File: src/rtl/counter_sequencer.sv
// counter_sequencer
//   Control FSM that drives an external counter datapath through a counting
//   run: clear it, enable it until it reaches a captured terminal count, then
//   report completion. The FSM can pause, abort or auto-reload.
//
// Ports
//   clk          single clock, all state on posedge
//   reset        asynchronous active-low reset
//   start        begin a run (only looked at in IDLE)
//   pause        level, freezes an active run
//   abort        level, cancels any run in progress
//   auto_reload  restart with the same limit after each completed run
//   limit        terminal count, captured when start is accepted
//   q            current value of the controlled counter
//   cnt_clr      synchronous clear command to the counter
//   cnt_en       count enable to the counter (combinational)
//   busy         high in every state except IDLE
//   done         one-cycle pulse per completed run
//   runs         saturating count of completed runs
module counter_sequencer #(
  parameter int WIDTH  = 4,
  parameter int RUNS_W = 8
) (
  input  logic              clk,
  input  logic              reset,
  input  logic              start,
  input  logic              pause,
  input  logic              abort,
  input  logic              auto_reload,
  input  logic [WIDTH-1:0]  limit,
  input  logic [WIDTH-1:0]  q,
  output logic              cnt_clr,
  output logic              cnt_en,
  output logic              busy,
  output logic              done,
  output logic [RUNS_W-1:0] runs
);

  typedef enum logic [2:0] {IDLE, CLEAR, RUN, PAUSE, DONE} state_t;

  state_t           state;
  logic [WIDTH-1:0] limit_r;
  logic             term;

  assign term = (q == limit_r);

  always_ff @(posedge clk or negedge reset) begin
    if (!reset) begin
      state   <= IDLE;
      limit_r <= '0;
      runs    <= '0;
    end else begin
      case (state)
        IDLE: begin
          if (start && !abort) begin
            limit_r <= limit;
            state   <= CLEAR;
          end
        end
        CLEAR: state <= RUN;
        RUN: begin
          // terminal beats pause so a run that lands on limit always completes
          if (abort)      state <= IDLE;
          else if (term)  state <= DONE;
          else if (pause) state <= PAUSE;
        end
        PAUSE: begin
          if (abort)       state <= IDLE;
          else if (!pause) state <= RUN;
        end
        DONE: begin
          // done is already visible this cycle, so the run counts even on abort
          if (runs != {RUNS_W{1'b1}}) runs <= runs + 1'b1;
          if (abort)            state <= IDLE;
          else if (auto_reload) state <= CLEAR;
          else                  state <= IDLE;
        end
        default: state <= IDLE;
      endcase
    end
  end

  assign cnt_clr = (state == CLEAR);
  assign done    = (state == DONE);
  assign busy    = (state != IDLE);
  // gated by term so the datapath stops exactly at limit_r
  assign cnt_en  = (state == RUN) && !pause && !abort && !term;

endmodule

File: config.mk
export PLATFORM = sky130hd
export DESIGN_NAME = counter_sequencer
export DESIGN_NICKNAME = d
export VERILOG_FILES = /design/src/rtl/counter_sequencer.sv
export SDC_FILE = /design/constraint.sdc
export NUM_CORES = 1
export LEC_CHECK = 0
export CAP_MARGIN = 15
export CORE_UTILIZATION = 45
export CTS_CLUSTER_SIZE = 25
export DETAILED_ROUTE_END_ITERATION = 8
export PLACE_DENSITY = 0.77
export SYNTH_ARGS = -nofsm -noshare
export SYNTH_HDL_FRONTEND = slang
export SYNTH_SLANG_ARGS = --single-unit
File: constraint.sdc
create_clock -name clk -period 3.5 [get_ports clk]
set_input_delay 0.525 -clock clk [delete_from_list [all_inputs] [get_ports clk]]
set_output_delay 0.525 -clock clk [all_outputs]
set_load 0.1 [all_outputs]
==> flow_summary.html, run 1 <==
<table>
<tr><th>Metric</th><th>Value</th></tr>
<tr><th colspan="2">Status</th></tr>
<tr><td>Result of the run</td><td>complete, but fails checks</td></tr>
<tr><td>Violations in the final reports</td><td>DRC</td></tr>
<tr><th colspan="2">STA</th></tr>
<tr><td>Total of endpoints with negative setup slack in the final report</td><td>0</td></tr>
<tr><td>Worst setup skew after layout</td><td>0.001270 ns</td></tr>
<tr><td>Min Clock Period, post-route</td><td>about 2.7 ns</td></tr>
<tr><td>Max-slew violation count</td><td>0</td></tr>
<tr><td>Worst-case setup margin in the final layout</td><td>roughly 0.76 ns</td></tr>
<tr><td>Actual transition at the worst max-transition pin</td><td>between 0.9 and 1 ns</td></tr>
<tr><td>Unrepaired setup endpoints after global routing</td><td>no</td></tr>
<tr><td>Portion of the clock cycle consumed by the worst path in the final layout</td><td>0.7815</td></tr>
<tr><td>Post-Route Setup TNS</td><td>0 ns</td></tr>
<tr><td>Maximum clock rate</td><td>about 0.37 GHz</td></tr>
<tr><td>Slew HR</td><td>0.3453</td></tr>
<tr><td>Count of final hold-check violations</td><td>0</td></tr>
<tr><th colspan="2">Power</th></tr>
<tr><td>Peak supply drop</td><td>roughly 0.39 mV</td></tr>
<tr><td>Leak</td><td>0.4556 nW</td></tr>
<tr><td>Power per standard cell area</td><td>~620 mW/mm2</td></tr>
<tr><th colspan="2">Synthesis</th></tr>
<tr><td>Count of yosys warnings during synthesis</td><td>0</td></tr>
<tr><td>Number of storage elements in the synthesis netlist</td><td>15</td></tr>
<tr><td>Avg Synthesized Cell Area</td><td>12.03 um2</td></tr>
<tr><td>Post-Syn Instances</td><td>65</td></tr>
<tr><td>Share of the synthesized area in the top cell type</td><td>0.4800</td></tr>
<tr><td>Nets in the synthesized netlist</td><td>80</td></tr>
<tr><td>Netlist area before placement</td><td>between 700 and 800 um2</td></tr>
<tr><td>Distinct cells, synth</td><td>28</td></tr>
<tr><td>Sequential-to-total area share from yosys stat</td><td>0.4800</td></tr>
<tr><td>Leading area contributor after synthesis</td><td>dfrtp_1</td></tr>
<tr><td>Area contributors post-synth</td><td>dfrtp_1 (48%), xnor2_1 (9.0%), mux2_2 (5.8%)</td></tr>
<tr><th colspan="2">Global route</th></tr>
<tr><td>Number of global-route vias before repair</td><td>602</td></tr>
<tr><td>Pin count of the biggest net entering global routing</td><td>16</td></tr>
<tr><td>Antenna violations before repair</td><td>0</td></tr>
<tr><td>Total gr overflow</td><td>0</td></tr>
<tr><td>Global-route wire length before repair</td><td>between 2000 and 2500 um</td></tr>
<tr><td>GRT Overall Usage</td><td>0.1725</td></tr>
<tr><th colspan="2">Layout</th></tr>
<tr><td>Post-route core utilization</td><td>0.6790</td></tr>
<tr><td>Share of final-layout standard cells stronger than drive strength 1</td><td>0.1848</td></tr>
<tr><td>Diodes inserted</td><td>0</td></tr>
<tr><td>Area Overhead vs Synth</td><td>35.36%</td></tr>
<tr><td>Post-layout net count</td><td>between 100 and 150</td></tr>
<tr><td>Layout filler cell count</td><td>~120</td></tr>
<tr><td>Final instance count without filler cells</td><td>between 100 and 150</td></tr>
<tr><th colspan="2">Worst setup path</th></tr>
<tr><td>Buf/Inv on CP</td><td>1</td></tr>
<tr><td>Critical path start-end classification</td><td>reg2out</td></tr>
<tr><td>Critical Path Slowest Stage Cell</td><td>clkdlybuf4s50_1</td></tr>
<tr><td>Crit path largest cell delay</td><td>slightly below 1 ns</td></tr>
<tr><td>CP cell instances</td><td>or3_2 &gt; clkdlybuf4s50_1</td></tr>
<tr><td>Critical path startpoint</td><td>state[0]</td></tr>
<tr><td>Setup crit end kind</td><td>output pin</td></tr>
<tr><td>Data arrival, critical path</td><td>around 2.2 ns</td></tr>
<tr><td>Critical path peak fanout</td><td>8</td></tr>
<tr><td>Endpoint of the most critical register-to-register path</td><td>runs[1]</td></tr>
<tr><td>Reg2Reg Depth</td><td>4</td></tr>
<tr><td>Launching point of the worst reg2reg path</td><td>runs[2]</td></tr>
<tr><td>Delay-heaviest family, CP</td><td>buffers and inverters</td></tr>
<tr><td>Worst Setup Start Kind</td><td>register</td></tr>
<tr><td>Worst R2R Setup Slack</td><td>just under 2 ns</td></tr>
<tr><td>Logic depth of the worst setup path including buffers</td><td>2</td></tr>
<tr><td>CP required</td><td>between 2 and 3 ns</td></tr>
<tr><th colspan="2">Route</th></tr>
<tr><td>Routed len/inst</td><td>12.98 um</td></tr>
<tr><td>Avg Vias per Cell</td><td>5.454</td></tr>
<tr><td>1st-iter DRT viols</td><td>7</td></tr>
<tr><td>Routed vias</td><td>around 600</td></tr>
<tr><td>Total iterations of the first detailed-routing run</td><td>5</td></tr>
<tr><td>Count of unresolved DRC violations after routing</td><td>1</td></tr>
<tr><td>Final wirelength</td><td>roughly 1400 um</td></tr>
<tr><td>Number of nets with antenna violations after detailed routing</td><td>0</td></tr>
<tr><th colspan="2">Clock network</th></tr>
<tr><td>Clock transition at the register clock pins on the worst setup and hold paths after CTS</td><td>0.09 ns</td></tr>
<tr><td>Number of clock buffers inserted by TritonCTS</td><td>3</td></tr>
<tr><td>Clock tree from TritonCTS</td><td>done</td></tr>
<tr><td>Count of hold-fix buffers inserted at cts</td><td>0</td></tr>
<tr><td>Resize count post-CTS</td><td>0</td></tr>
<tr><td>Root Driver</td><td>clkbuf_4</td></tr>
<tr><td>H-Tree Depth</td><td>1</td></tr>
<tr><td>Post-CTS setup buffer count</td><td>0</td></tr>
<tr><td>Number of clock sinks</td><td>15</td></tr>
<tr><td>Maximum buffer depth of the clock tree</td><td>2</td></tr>
<tr><td>Worst-Skew Late Latency</td><td>about 0.29 ns</td></tr>
<tr><th colspan="2">Placed design</th></tr>
<tr><td>Worst setup timing slack at the placement stage</td><td>approximately 1.1 ns</td></tr>
<tr><td>Weighted congestion at the end of routability-driven global placement</td><td>about 0.8</td></tr>
<tr><td>Buffers added on ports</td><td>25</td></tr>
<tr><td>Placed cell count</td><td>between 100 and 150</td></tr>
<tr><th colspan="2">Worst hold path</th></tr>
<tr><td>Depth of the worst hold-timing path</td><td>1</td></tr>
<tr><td>Classification of the worst-slack hold path</td><td>reg2reg</td></tr>
<tr><td>Launch instance of the worst min-delay path</td><td>runs[5]</td></tr>
<tr><td>Hold path endpoint</td><td>runs[5]</td></tr>
<tr><th colspan="2">Floorplan</th></tr>
<tr><td>Placement row count</td><td>14</td></tr>
<tr><td>Effective utilization at floorplan</td><td>0.5016</td></tr>
<tr><td>Core Footprint</td><td>roughly 0.0016 mm2</td></tr>
<tr><td>Width of the die</td><td>approximately 44 um</td></tr>
<tr><td>Die ar.</td><td>0.001908 mm2</td></tr>
<tr><td>IO Pins</td><td>26</td></tr>
<tr><td>Y dimension of the die</td><td>about 44 um</td></tr>
<tr><th colspan="2">Run</th></tr>
<tr><td>Max-cap check violation count</td><td>0</td></tr>
</table>
[layer usage]
layer  wire [um]  share of wire  track usage  up-vias
met2         721           0.51       0.2896       16
met5           0              0            0        -
met1         610           0.44       0.2124      272
li1            -              -            -      298
met4          19          0.014      0.07500        0
met3          50          0.036      0.03750        3
[power breakdown]
group	switching (mW)	leakage (nW)	internal [mW]
clock	0.0589	0.0177	0.0425
combinational	0.188	0.240	0.107
sequential	0.0458	0.198	0.213
total	0.293	0.456	0.362
[cell families (layout without fill, tap and decap cells)]
family                     count (synthesis)  after routing  synth area share
buffers and inverters                      2             29           0.02400
DFF                                       15             15            0.4800
muxes                                      6              6           0.08959
xor gates and xnor gates                   8              8           0.08960
and+or+nand+nor                           25             25            0.2352
AOI/OAI and AO/OA                          8              8           0.06560
adders and majority gates                  1              1           0.01600
[per-stage QoR]
stage                     area [um2]  power (mW)  hold WS (ns)
final                           1059      0.6548        0.4988
after global routing            1059      0.6888        0.5299
after CTS                       1059      0.6613        0.5039
after detailed placement        1031      0.5599        0.4891
after global placement          1031      0.5546        0.4823
after floorplan                787.0      0.4950        0.2294
[Yosys cell counts]
library cell and count:
a211oi_1 1, a21oi_1 3, a31oi_1 2, and2_4 1, and3_1 1, and4_1 2, and4b_1 1, buf_4 1
buf_6 1, dfrtp_1 15, ha_1 1, mux2_2 4, mux2_4 1, mux2i_1 1, nand2_1 2, nand3_1 4
nand3b_1 1, nand4_1 3, nand4_4 1, nor2_1 3, nor2b_1 1, nor3b_1 2, nor3b_4 1, o2111ai_1 1
o21a_1 1, or3_2 1, or4_1 1, xnor2_1 8
[worst max path at each step]
stage	end	slack [ns]
2_1_floorplan	cnt_clr	0.28
5_1_grt	busy	0.68
6_report	busy	0.76
3_3_place_gp	busy	1.10
3_5_place_dp	busy	1.07
4_1_cts	busy	0.75
[registers in the layout, summed over array words and instances, names as in the netlist]
signal   flops
limit_r      4
runs         8
state        3
[placed cells by master (no fill, tap or decap)]
cell type and n:
nor3b_2 1, a31oi_1 2, or3_2 1, clkinv_2 1, dfrtp_1 15, and2_4 1
and4b_1 1, nor2b_1 1, buf_4 3, a211oi_1 1, mux2_2 4, mux2i_1 1
nor3b_1 1, xnor2_1 8, nand3b_1 1, clkbuf_4 3, nand4_1 3, clkdlybuf4s50_1 22
and4_1 2, nor3b_4 1, and3_1 1, a21oi_1 3, o2111ai_1 1, mux2_4 1
nand4_4 1, or4_1 1, o21a_1 1, nand3_1 4, nand2_1 2, nor2_1 3
ha_1 1
[layout make-up]
type,count,area [um2],share of cell area
clock buffers,3,22.52,0.02128
clock inverters,1,5.005,0.004728
multi-input cells,48,392.9,0.3712
flip-flops and latches,15,375.4,0.3546
well taps,16,20.02,0.01891
repair buffers,25,242.7,0.2293
Note: power is estimated with default switching activity, not from simulation.
==> run 2, diff against run 1 <==
CORE_ASPECT_RATIO = 1.4   (was default)
CORE_UTILIZATION = 39   (was 45)
PLACE_DENSITY = 0.71   (was 0.77)
clock period = 2.45 ns   (was 3.5 ns; I/O delays follow)
==> flow_summary.html, run 2 (synthesis results as in run 1) <==
<table>
<tr><th>Metric</th><th>Value</th></tr>
<tr><th colspan="2">Status</th></tr>
<tr><td>Result of the run</td><td>complete, no violations</td></tr>
<tr><th colspan="2">Layout</th></tr>
<tr><td>Top Registers</td><td>runs: 8 flops, limit_r: 4 flops, state: 3 flops</td></tr>
<tr><td>Flip-flop count of the largest register after layout</td><td>8 (unchanged)</td></tr>
<tr><td>Share of final-layout standard cells stronger than drive strength 1</td><td>0.2826 (+0.09783)</td></tr>
<tr><td>Post-layout net count</td><td>108 (unchanged)</td></tr>
<tr><td>Leading cell type in the layout, fill and taps excluded</td><td>dfrtp_1</td></tr>
<tr><td>Area Overhead vs Synth</td><td>35.20%</td></tr>
<tr><td>Leading cell types in the layout, fill and taps excluded</td><td>dfrtp_1 (15), clkdlybuf4s50_1 (13), buf_4 (11)</td></tr>
<tr><td>Diodes inserted</td><td>0 (unchanged)</td></tr>
<tr><td>Register bank with the most flops</td><td>runs</td></tr>
<tr><td>Post-route core utilization</td><td>0.5796 (-0.09941)</td></tr>
<tr><th colspan="2">Floorplan</th></tr>
<tr><td>IO Pins</td><td>26 (unchanged)</td></tr>
<tr><td>Die ar.</td><td>0.002191 mm2 (+15%)</td></tr>
<tr><td>Width of the die</td><td>39.85 um (-8.8%)</td></tr>
<tr><td>Effective utilization at floorplan</td><td>0.4287 (-0.07294)</td></tr>
<tr><td>Y dimension of the die</td><td>54.98 um (+26%)</td></tr>
<tr><td>Core Footprint</td><td>0.001824 mm2 (+17%)</td></tr>
<tr><td>Placement row count</td><td>18 (+4)</td></tr>
<tr><th colspan="2">Worst setup path</th></tr>
<tr><td>Reg2Reg Depth</td><td>4 (unchanged)</td></tr>
<tr><td>Worst R2R Setup Slack</td><td>0.92 ns (-1.06 ns)</td></tr>
<tr><td>Endpoint of the most critical register-to-register path</td><td>runs[1]</td></tr>
<tr><td>CP required</td><td>2.08 ns (-0.89 ns)</td></tr>
<tr><td>Launching point of the worst reg2reg path</td><td>runs[2]</td></tr>
<tr><td>Worst Setup Start Kind</td><td>input pin</td></tr>
<tr><td>Setup crit end kind</td><td>output pin</td></tr>
<tr><td>Data arrival, critical path</td><td>1.57 ns (-0.64 ns)</td></tr>
<tr><td>Critical path start-end classification</td><td>in2out</td></tr>
<tr><td>Critical path peak fanout</td><td>3 (-5)</td></tr>
<tr><th colspan="2">Route</th></tr>
<tr><td>Routed vias</td><td>622 (+5.6%)</td></tr>
<tr><td>Count of unresolved DRC violations after routing</td><td>0 (-1)</td></tr>
<tr><td>Routed len/inst</td><td>13.26 um (+2.1%)</td></tr>
<tr><td>Avg Vias per Cell</td><td>5.554 (+1.8%)</td></tr>
<tr><td>Final wirelength</td><td>1485 um (+5.9%)</td></tr>
<tr><td>Total iterations of the first detailed-routing run</td><td>3 (-2)</td></tr>
<tr><td>1st-iter DRT viols</td><td>2 (-5)</td></tr>
<tr><td>Number of nets with antenna violations after detailed routing</td><td>0 (unchanged)</td></tr>
<tr><th colspan="2">Clock network</th></tr>
<tr><td>Root Driver</td><td>clkbuf_4</td></tr>
<tr><td>Count of hold-fix buffers inserted at cts</td><td>0 (unchanged)</td></tr>
<tr><td>Resize count post-CTS</td><td>0 (unchanged)</td></tr>
<tr><td>Post-CTS setup buffer count</td><td>0 (unchanged)</td></tr>
<tr><td>H-Tree Depth</td><td>1 (unchanged)</td></tr>
<tr><td>Maximum buffer depth of the clock tree</td><td>2 (unchanged)</td></tr>
<tr><td>Number of clock sinks</td><td>15 (unchanged)</td></tr>
<tr><td>Worst-Skew Late Latency</td><td>0.27 ns (-0.02 ns)</td></tr>
<tr><td>Clock transition at the register clock pins on the worst setup and hold paths after CTS</td><td>0.09 ns (about the same)</td></tr>
<tr><td>Number of clock buffers inserted by TritonCTS</td><td>3 (unchanged)</td></tr>
<tr><td>Clock tree from TritonCTS</td><td>done</td></tr>
<tr><th colspan="2">STA</th></tr>
<tr><td>Worst setup skew after layout</td><td>0.005564 ns (+0.004293 ns)</td></tr>
<tr><td>Portion of the clock cycle consumed by the worst path in the final layout</td><td>0.7908</td></tr>
<tr><td>Worst Hold Slack</td><td>0.4881 ns (-0.01069 ns)</td></tr>
<tr><td>Maximum clock rate</td><td>0.5161 GHz</td></tr>
<tr><td>Actual transition at the worst max-transition pin</td><td>0.6581 ns (-0.3209 ns)</td></tr>
<tr><td>Count of final hold-check violations</td><td>0 (unchanged)</td></tr>
<tr><td>Total of endpoints with negative setup slack in the final report</td><td>0 (unchanged)</td></tr>
<tr><td>Unrepaired setup endpoints after global routing</td><td>no</td></tr>
<tr><td>Min Clock Period, post-route</td><td>roughly 1.9 ns</td></tr>
<tr><td>Max-slew violation count</td><td>0 (unchanged)</td></tr>
<tr><td>Slew HR</td><td>0.5599 (+0.2146)</td></tr>
<tr><td>Post-Route Setup TNS</td><td>0 ns (unchanged)</td></tr>
<tr><th colspan="2">Global route</th></tr>
<tr><td>GRT Overall Usage</td><td>0.1557 (-0.01682)</td></tr>
<tr><td>Total gr overflow</td><td>0 (unchanged)</td></tr>
<tr><td>Antenna violations before repair</td><td>0 (unchanged)</td></tr>
<tr><td>Number of global-route vias before repair</td><td>593 (-1.5%)</td></tr>
<tr><td>Pin count of the biggest net entering global routing</td><td>16 (unchanged)</td></tr>
<tr><td>Global-route wire length before repair</td><td>2318 um (-4.5%)</td></tr>
<tr><th colspan="2">Power</th></tr>
<tr><td>Leak</td><td>0.4756 nW (+4.4%)</td></tr>
<tr><td>Design Power</td><td>0.9369 mW (+43%)</td></tr>
<tr><td>Peak supply drop</td><td>0.5023 mV (+30%)</td></tr>
<tr><td>Power per standard cell area</td><td>886.1 mW/mm2 (+43%)</td></tr>
<tr><th colspan="2">Placed design</th></tr>
<tr><td>HPWL after detailed placement</td><td>approximately 1200 um</td></tr>
<tr><td>Weighted congestion at the end of routability-driven global placement</td><td>0.6270 (-20%)</td></tr>
<tr><td>Buffers added on ports</td><td>25 (unchanged)</td></tr>
<tr><th colspan="2">Run</th></tr>
<tr><td>Max-cap check violation count</td><td>0 (unchanged)</td></tr>
<tr><th colspan="2">Worst hold path</th></tr>
<tr><td>Classification of the worst-slack hold path</td><td>in2async</td></tr>
</table>
-- run 2: changes by cell type in the layout (fill, tap and decap cells not counted) --
| cell | delta |
|---|---|
| clkinv_2 | -1 |
| buf_4 | +8 |
| clkdlybuf4s50_1 | -9 |
| nor3b_1 | -1 |
| clkbuf_1 | +1 |
| nor3b_2 | +1 |
| buf_12 | +1 |
-- run 2: metal layers --
layer  up-vias  share of wire  GRT usage
met5         -              0          0
met4         0              0    0.05172
met3         0          0.049    0.02400
met2        23           0.57     0.3033
met1       301           0.38     0.1607
li1        298              -          -
-- run 2: metrics by stage --
| step | instance area (um2) | worst slack (ns) | std cells |
|---|---|---|---|
| 6_report | 1057 | 0.5125 | 112 |
| 5_1_grt | 1057 | 0.4139 | 112 |
| 4_1_cts | 1057 | 0.4916 | 112 |
| 3_5_place_dp | 1031 | 0.5035 | 108 |
| 3_3_place_gp | 1031 | 0.5310 | 108 |
| 2_1_floorplan | 792.0 | 0.1529 | 65 |
-- run 2: final cells by class --
class                           instances  area [um2]
Tap cell                               20       25.02
Fill cell                             164       767.0
Sequential cell                        15       375.4
Multi-Input combinational cell         48       397.9
Timing Repair Buffer                   25       232.7
Clock buffer                            4       26.28
-- run 2: critical path: stages --
cell and delay [ns]:
clkdlybuf4s50_1 0.43, nor2_1 0.17, nand3b_1 0.13, nor3b_2 0.26, buf_12 0.21
-- run 2: worst max path at each step --
stage / from / to / slack (ns) / cells after the start
4_1_cts: abort / cnt_en / 0.49 / 5
6_report: abort / cnt_en / 0.51 / 5
3_3_place_gp: q[1] / cnt_en / 0.53 / 5
2_1_floorplan: state[2] / cnt_en / 0.15 / 3
5_1_grt: abort / cnt_en / 0.41 / 5
3_5_place_dp: abort / cnt_en / 0.50 / 5
-- run 2: where the power goes --
group / internal (mW) / switching (mW) / total (mW)
clock: 0.0630 / 0.0740 / 0.137
sequential: 0.304 / 0.0730 / 0.377
combinational: 0.154 / 0.269 / 0.423
==> run 3, diff against run 2 <==
CORE_ASPECT_RATIO = default   (was 1.4)
CORE_UTILIZATION = 44   (was 39)
PLACE_DENSITY = 0.75   (was 0.71)
clock period = 1.9 ns   (was 2.45 ns; I/O delays follow)
==> flow_summary.html, run 3 (synthesis results as in run 1) <==
<table>
<tr><th>Metric</th><th>Value</th></tr>
<tr><th colspan="2">Global route</th></tr>
<tr><td>Number of global-route vias before repair</td><td>626 (+5.6%)</td></tr>
<tr><td>Most used routing layer</td><td>met2</td></tr>
<tr><td>Global-route wire length before repair</td><td>2642 um (+14%)</td></tr>
<tr><td>Met1 track demand over resource in global routing</td><td>0.2334 (+0.07271)</td></tr>
<tr><td>Met3 Use GR</td><td>0.06122 (+0.03722)</td></tr>
<tr><td>GRT Overall Usage</td><td>0.1928 (+0.03709)</td></tr>
<tr><td>Total gr overflow</td><td>0 (unchanged)</td></tr>
<tr><td>Pin count of the biggest net entering global routing</td><td>16 (unchanged)</td></tr>
<tr><td>GR Util met2</td><td>0.3059 (+0.002604)</td></tr>
<tr><td>Antenna violations before repair</td><td>0 (unchanged)</td></tr>
<tr><th colspan="2">Route</th></tr>
<tr><td>Count of unresolved DRC violations after routing</td><td>0 (unchanged)</td></tr>
<tr><td>Number of nets with antenna violations after detailed routing</td><td>0 (unchanged)</td></tr>
<tr><td>Avg Vias per Cell</td><td>5.734 (+3.2%)</td></tr>
<tr><td>Routed len/inst</td><td>14.17 um (+6.9%)</td></tr>
<tr><td>Total iterations of the first detailed-routing run</td><td>6 (+3)</td></tr>
<tr><td>Final wirelength</td><td>1545 um (+4.0%)</td></tr>
<tr><td>1st-iter DRT viols</td><td>11 (+9)</td></tr>
<tr><td>Routed vias</td><td>625 (+0.48%)</td></tr>
<tr><th colspan="2">Clock network</th></tr>
<tr><td>Maximum buffer depth of the clock tree</td><td>2 (unchanged)</td></tr>
<tr><td>Clock transition at the register clock pins on the worst setup and hold paths after CTS</td><td>0.09 ns (about the same)</td></tr>
<tr><td>Count of hold-fix buffers inserted at cts</td><td>0 (unchanged)</td></tr>
<tr><td>Root Driver</td><td>clkbuf_4</td></tr>
<tr><td>Number of clock sinks</td><td>15 (unchanged)</td></tr>
<tr><td>H-Tree Depth</td><td>1 (unchanged)</td></tr>
<tr><td>Worst-Skew Late Latency</td><td>0.28 ns (about the same)</td></tr>
<tr><td>Number of clock buffers inserted by TritonCTS</td><td>3 (unchanged)</td></tr>
<tr><td>Clock tree from TritonCTS</td><td>done</td></tr>
<tr><th colspan="2">STA</th></tr>
<tr><td>Min Clock Period, post-route</td><td>around 1.8 ns</td></tr>
<tr><td>Total of endpoints with negative setup slack in the final report</td><td>0 (unchanged)</td></tr>
<tr><td>Worst-case setup margin in the final layout</td><td>0.1207 ns (-0.3918 ns)</td></tr>
<tr><td>Count of final hold-check violations</td><td>0 (unchanged)</td></tr>
<tr><td>Maximum clock rate</td><td>0.5620 GHz</td></tr>
<tr><td>Unrepaired setup endpoints after global routing</td><td>no</td></tr>
<tr><td>Max-slew violation count</td><td>0 (unchanged)</td></tr>
<tr><td>Actual transition at the worst max-transition pin</td><td>0.3470 ns (-0.3110 ns)</td></tr>
<tr><td>Slew HR</td><td>0.7684 (+0.2085)</td></tr>
<tr><td>Worst setup skew after layout</td><td>0.007185 ns (+0.001621 ns)</td></tr>
<tr><td>Portion of the clock cycle consumed by the worst path in the final layout</td><td>0.9365</td></tr>
<tr><td>Post-Route Setup TNS</td><td>0 ns (unchanged)</td></tr>
<tr><th colspan="2">Layout</th></tr>
<tr><td>Diodes inserted</td><td>0 (unchanged)</td></tr>
<tr><td>Leading cell type in the layout, fill and taps excluded</td><td>clkdlybuf4s50_1</td></tr>
<tr><td>Final instance count without filler cells</td><td>109 (-2.7%)</td></tr>
<tr><td>Register bank with the most flops</td><td>runs</td></tr>
<tr><td>Leading cell types in the layout, fill and taps excluded</td><td>clkdlybuf4s50_1 (13), dfrtp_1 (12), xnor2_1 (8)</td></tr>
<tr><td>Area Overhead vs Synth</td><td>46.40%</td></tr>
<tr><td>Post-layout net count</td><td>109 (+0.93%)</td></tr>
<tr><td>Flip-flop count of the largest register after layout</td><td>8 (unchanged)</td></tr>
<tr><td>Layout filler cell count</td><td>123 (-25%)</td></tr>
<tr><td>Share of final-layout standard cells stronger than drive strength 1</td><td>0.3548 (+0.07223)</td></tr>
<tr><td>Top Registers</td><td>runs: 8 flops, limit_r: 4 flops, state: 3 flops</td></tr>
<tr><th colspan="2">Run</th></tr>
<tr><td>Max-cap check violation count</td><td>0 (unchanged)</td></tr>
<tr><th colspan="2">Placed design</th></tr>
<tr><td>HPWL after detailed placement</td><td>1243 um (+2.8%)</td></tr>
<tr><td>Buffers added on ports</td><td>25 (unchanged)</td></tr>
<tr><td>Worst setup timing slack at the placement stage</td><td>0.09894 ns (-0.4045 ns)</td></tr>
<tr><td>Weighted congestion at the end of routability-driven global placement</td><td>0.8097 (+29%)</td></tr>
<tr><td>Placed cell count</td><td>105 (-2.8%)</td></tr>
<tr><th colspan="2">Worst hold path</th></tr>
<tr><td>Classification of the worst-slack hold path</td><td>in2async</td></tr>
<tr><th colspan="2">Floorplan</th></tr>
<tr><td>Core Footprint</td><td>0.001577 mm2 (-14%)</td></tr>
<tr><td>Die ar.</td><td>0.001950 mm2 (-11%)</td></tr>
<tr><td>IO Pins</td><td>26 (unchanged)</td></tr>
<tr><td>Effective utilization at floorplan</td><td>0.4960 (+0.06736)</td></tr>
<tr><td>Y dimension of the die</td><td>44.16 um (-20%)</td></tr>
<tr><td>Placement row count</td><td>14 (-4)</td></tr>
<tr><td>Width of the die</td><td>44.16 um (+11%)</td></tr>
<tr><th colspan="2">Worst setup path</th></tr>
<tr><td>Data arrival, critical path</td><td>1.49 ns (-0.08 ns)</td></tr>
<tr><td>Critical path peak fanout</td><td>6 (+3)</td></tr>
<tr><td>Setup crit end kind</td><td>output pin</td></tr>
<tr><td>Critical path start-end classification</td><td>reg2out</td></tr>
<tr><td>Worst Setup Start Kind</td><td>register</td></tr>
<tr><td>CP required</td><td>1.62 ns (-0.46 ns)</td></tr>
<tr><th colspan="2">Power</th></tr>
<tr><td>Power per standard cell area</td><td>1116 mW/mm2 (+26%)</td></tr>
<tr><td>Leak</td><td>0.4900 nW (+3.0%)</td></tr>
<tr><td>Peak supply drop</td><td>0.6764 mV (+35%)</td></tr>
<tr><th colspan="2">Status</th></tr>
<tr><td>Result of the run</td><td>complete, no violations</td></tr>
</table>
run 3: area by class of cell:
| type | instances | area, um2 | share of cell area |
|---|---|---|---|
| Timing Repair Buffer | 26 | 302.8 | 0.2645 |
| Tap cell | 16 | 20.02 | 0.01749 |
| Multi-Input combinational cell | 48 | 416.7 | 0.3639 |
| Sequential cell | 15 | 379.1 | 0.3311 |
| Clock buffer | 4 | 26.28 | 0.02295 |
run 3: worst max-delay path, cell delays in order, from the launching register on:
cell and delay [ns]:
dfrtp_2 0.45, nor2_2 0.17, nand3b_1 0.15, nor3b_4 0.24
buf_12 0.20
run 3: per-stage QoR:
step	instance area, um2	total power [mW]	util	hold slack (ns)
floorplan	814.5	0.9323	-	-0.01059
global placement	1115	1.093	0.7071	0.4917
detailed placement	1115	1.112	0.7071	0.4965
CTS	1141	1.292	0.7238	0.3025
global route	1145	1.335	0.7262	0.3402
finish	1145	1.277	0.7262	0.3025
run 3: worst paths after layout:
check                      startpoint  endpoint  slack, ns  depth (start not counted)
setup / recovery             state[2]    cnt_en       0.12                          4
hold / removal                  reset   runs[0]       0.30                          2
setup reg to reg              runs[4]   runs[1]       0.39                          4
hold reg to reg               runs[5]   runs[5]       0.50                          1
max in group asynchronous       reset  state[2]       1.40                          2
min in group clk              runs[5]   runs[5]       0.50                          1
run 3: repair_timing:
action,4_1_cts,5_1_grt
setup endpoints to repair,0,1
resized for setup,0,2
buffers inserted,0,0
run 3: where the power goes:
| part | total [mW] | internal [mW] | leakage (nW) | switching (mW) |
|---|---|---|---|---|
| Clock | 0.180 | 0.0814 | 0.0150 | 0.0986 |
| Sequential | 0.483 | 0.392 | 0.193 | 0.0906 |
| Combinational | 0.614 | 0.253 | 0.283 | 0.361 |
run 3: layer usage:
layer	part of all wire	vias to the layer above	routed length [um]
met1	0.44	305	673
met3	0.036	4	55
met2	0.51	15	787
li1	-	301	-
met4	0.018	0	28
met5	0	-	0
